===== config.mk =====
export PLATFORM = sky130hd
export DESIGN_NAME = sipo_shift_reg
export DESIGN_NICKNAME = d
export VERILOG_FILES = /design/src/rtl/sipo_shift_reg.sv
export SDC_FILE = /design/constraint.sdc
export NUM_CORES = 1
export LEC_CHECK = 0
export CAP_MARGIN = 10
export CORE_ASPECT_RATIO = 0.9
export CORE_MARGIN = 1
export CORE_UTILIZATION = 30
export CTS_BUF_LIST = sky130_fd_sc_hd__clkbuf_8
export CTS_CLUSTER_DIAMETER = 100
export DETAILED_ROUTE_END_ITERATION = 10
export PLACE_DENSITY = 0.62
export SYNTH_ARGS = -nofsm -noshare
export SYNTH_HDL_FRONTEND = slang
export SYNTH_SLANG_ARGS = --single-unit
export TNS_END_PERCENT = 10

===== constraint.sdc =====
create_clock -name clk -period 1.5 [get_ports clk]
set_clock_uncertainty 0.05 [all_clocks]
set_input_delay 0.225 -clock clk [delete_from_list [all_inputs] [get_ports clk]]
set_output_delay 0.225 -clock clk [all_outputs]
set_load 0.05 [all_outputs]

===== src/rtl/sipo_shift_reg.sv =====
// Serial-in, parallel-out shift register: MSB-first capture while load is high,
// with a one-cycle frame_valid strobe on every completed WIDTH-bit word.
`timescale 1ns/1ps

module sipo_shift_reg #(
  parameter int WIDTH = 8
) (
  input  logic                       clk,
  input  logic                       rst_n,
  input  logic                       din,
  input  logic                       load,
  output logic [WIDTH-1:0]           dout,
  output logic                       frame_valid,
  output logic [$clog2(WIDTH+1)-1:0] bit_count
);

  localparam int CW = $clog2(WIDTH + 1);
  localparam logic [CW-1:0] LAST_BIT = CW'(WIDTH - 1);

  // Dropping load abandons any partial frame but keeps dout on display.
  always_ff @(posedge clk or negedge rst_n) begin
    if (!rst_n) begin
      dout        <= '0;
      bit_count   <= '0;
      frame_valid <= 1'b0;
    end else if (load) begin
      dout <= {dout[WIDTH-2:0], din};
      if (bit_count == LAST_BIT) begin
        bit_count   <= '0;
        frame_valid <= 1'b1;
      end else begin
        bit_count   <= bit_count + CW'(1);
        frame_valid <= 1'b0;
      end
    end else begin
      bit_count   <= '0;
      frame_valid <= 1'b0;
    end
  end

endmodule


==> impl_metrics.json <==
{
  "cts_hold_buf": 0,
  "yosysWarnings": 0,
  "drt-total-wl_microns": 807,
  "cts.repair.resized": 0,
  "grt_pass1_vias": 333,
  "crit_fanout": 4,
  "die_h_microns": 40.9,
  "via_per_inst": 4.33,
  "htreeDepth": 1,
  "clock_sinks": 13,
  "r2r_end": "bit_count[3]",
  "core-area_sq_um": 1510,
  "postRouteAntennaNets": 0,
  "grt_overflow_total": 0,
  "numCtsBuffers": 3,
  "routabilityCongestion": 0.680,
  "critPathKind": "reg2reg",
  "min_path_type": "in2async",
  "drtIter0Drc": 2,
  "antenna_found_initial": 0,
  "hold_violations": 0,
  "max_freq_mhz": 760,
  "netlist_area_sq_um": 504,
  "fin_crit_ns": 1.32,
  "cts_tree": "built",
  "power_density_nw_per_um2": 1610,
  "cap_viol_max_count": 0,
  "die_x_microns": 45.2,
  "nets": 59,
  "cp-start-kind": "flip-flop",
  "start_util_pct": 33.3,
  "required_ns": 1.61,
  "arrival_ns": 1.43,
  "final_max_slew_viol_count": 0,
  "post_cts.repair.setup_buffers": 0,
  "dieArea_sq_um": 1850,
  "clk_latency_ns": 0.24,
  "cp-end-kind": "flip-flop",
  "leakagePower_nw": 0.402,
  "relSlewSlack_pct": 62.3,
  "grt_use_total_pct": 11.2,
  "area_delta_synth_final_pct": 70.0,
  "avgRoutedWirePerCell_microns": 10.8,
  "register_area_sq_um": 325,
  "vias": 325,
  "drc": 0,
  "rsz0062_at_grt": "no",
  "grt_pass1_wl_microns": 1360,
  "netlist_instances": 33,
  "postSynthRegisterBits": 13,
  "portBuffers": 16,
  "r2r_cells": 3,
  "outcome": "completed",
  "pin_count": 17,
  "avgSynthCellArea_sq_um": 15.3,
  "tns_ns": 0,
  "drtPass1Iterations": 2,
  "fin_ws_ns": 0.184,
  "setup_viol": 0,
  "worstMarginPinSlew_ns": 0.564,
  "irDropWorstVdd_uv": 886,
  "path_clk_slew_ns": 0.05,
  "cts_buffer_depth": 2,
  "row_count": 13,
  "r2r_setup_slack_ns": 0.18,
  "reg2reg_from": "bit_count[0]",
  "grt_start_max_net_pins": 14,
  "antennaDiodeCount": 0,
  "root_buffer": "clkbuf_8",
  "drive_gt1_share_pct": 47.2,
  "ys_types": 12,
  "synth_nets": 38,
  "fill_cells": 131,
  "dpl_worst_slack_ns": 0.0894,
  "synth.yosys.seq_area_share_pct": 64.5,
  "finalCritPeriodShare_pct": 87.7,
  "multi_input_area_sq_um": 174
}
[worst max path at each step]
stage / endpoint / startpoint / cells past startpoint / slack (ns)
after floorplan: bit_count[3] / bit_count[0] / 3 / 0.05
after global placement: dout[2] / load / 3 / 0.10
after detailed placement: dout[4] / load / 3 / 0.09
after CTS: bit_count[3] / bit_count[0] / 3 / 0.19
after global routing: bit_count[3] / bit_count[0] / 3 / 0.11
final: bit_count[3] / bit_count[0] / 3 / 0.18
[kinds of logic after synthesis]
group,Yosys count,share of synthesized area (%)
mux,9,19.9
flops,13,64.5
xor+xnor,1,1.74
fa+ha+maj,1,2.48
simple gates,8,10.4
buf+inv,1,0.992
[worst max-delay path, stage by stage (launching register included)]
cell,delay [ns]
dfrtp_1,0.44
ha_1,0.26
or3b_1,0.36
mux2i_1,0.13
[metal layers]
metal	vias to the layer above	wire length (microns)	GRT usage, %
li1	155	-	-
met1	157	339	11.3
met2	13	386	19.2
met3	0	81	7.93
met4	0	0	2.27
met5	-	0	0
[cell type report]
| type | count | area share (%) |
|---|---|---|
| Clock inverter | 1 | 0.438 |
| Sequential cell | 13 | 38.0 |
| Tap cell | 22 | 3.21 |
| Clock buffer | 3 | 4.82 |
| Timing Repair Buffer | 17 | 33.3 |
| Multi-Input combinational cell | 19 | 20.3 |
[per-stage QoR]
stage / total power, mW / util [%] / std cells / hold WS (ns) / instance area [sq um]
floorplan: 0.759 / - / 33 / -0.121 / 504
global placement: 1.09 / 53.7 / 71 / 0.495 / 812
detailed placement: 1.10 / 53.7 / 71 / 0.494 / 812
CTS: 1.40 / 56.7 / 75 / 0.322 / 857
global route: 1.45 / 56.7 / 75 / 0.332 / 857
finish: 1.38 / 56.7 / 75 / 0.300 / 857
[cells in the final DEF (no fill, tap or decap)]
cell type / instances
buf_12: 12
and2_1: 3
buf_4: 2
and3b_1: 1
nand2_1: 1
xor2_1: 1
clkdlybuf4s50_1: 3
ha_1: 1
dfrtp_1: 13
inv_1: 1
or3b_1: 1
clkbuf_8: 3
mux2i_1: 1
nor3b_1: 1
mux2_2: 8
nand3_1: 1
[cell usage after synthesis]
cell / number / share of area (%)
nor3b_1: 1 / 1.5
xor2_1: 1 / 1.7
or3b_1: 1 / 1.7
dfrtp_1: 13 / 65
mux2i_1: 1 / 2.0
and3b_1: 1 / 1.7
mux2_2: 8 / 18
buf_2: 1 / 0.99
nand2_1: 1 / 0.74
and2_1: 3 / 3.7
ha_1: 1 / 2.5
nand3_1: 1 / 0.99
[power by group]
group          total [mW]  internal [mW]  leakage, nW  switching [mW]
Combinational       0.590          0.303        0.214           0.288
Clock               0.295          0.180       0.0269           0.115
Sequential          0.497          0.416        0.162          0.0806
[registers in the layout, indices dropped and copies added (netlist names)]
name         cells
bit_count        4
dout             8
frame_valid      1
No activity file was read; power rests on OpenSTA's default activity.
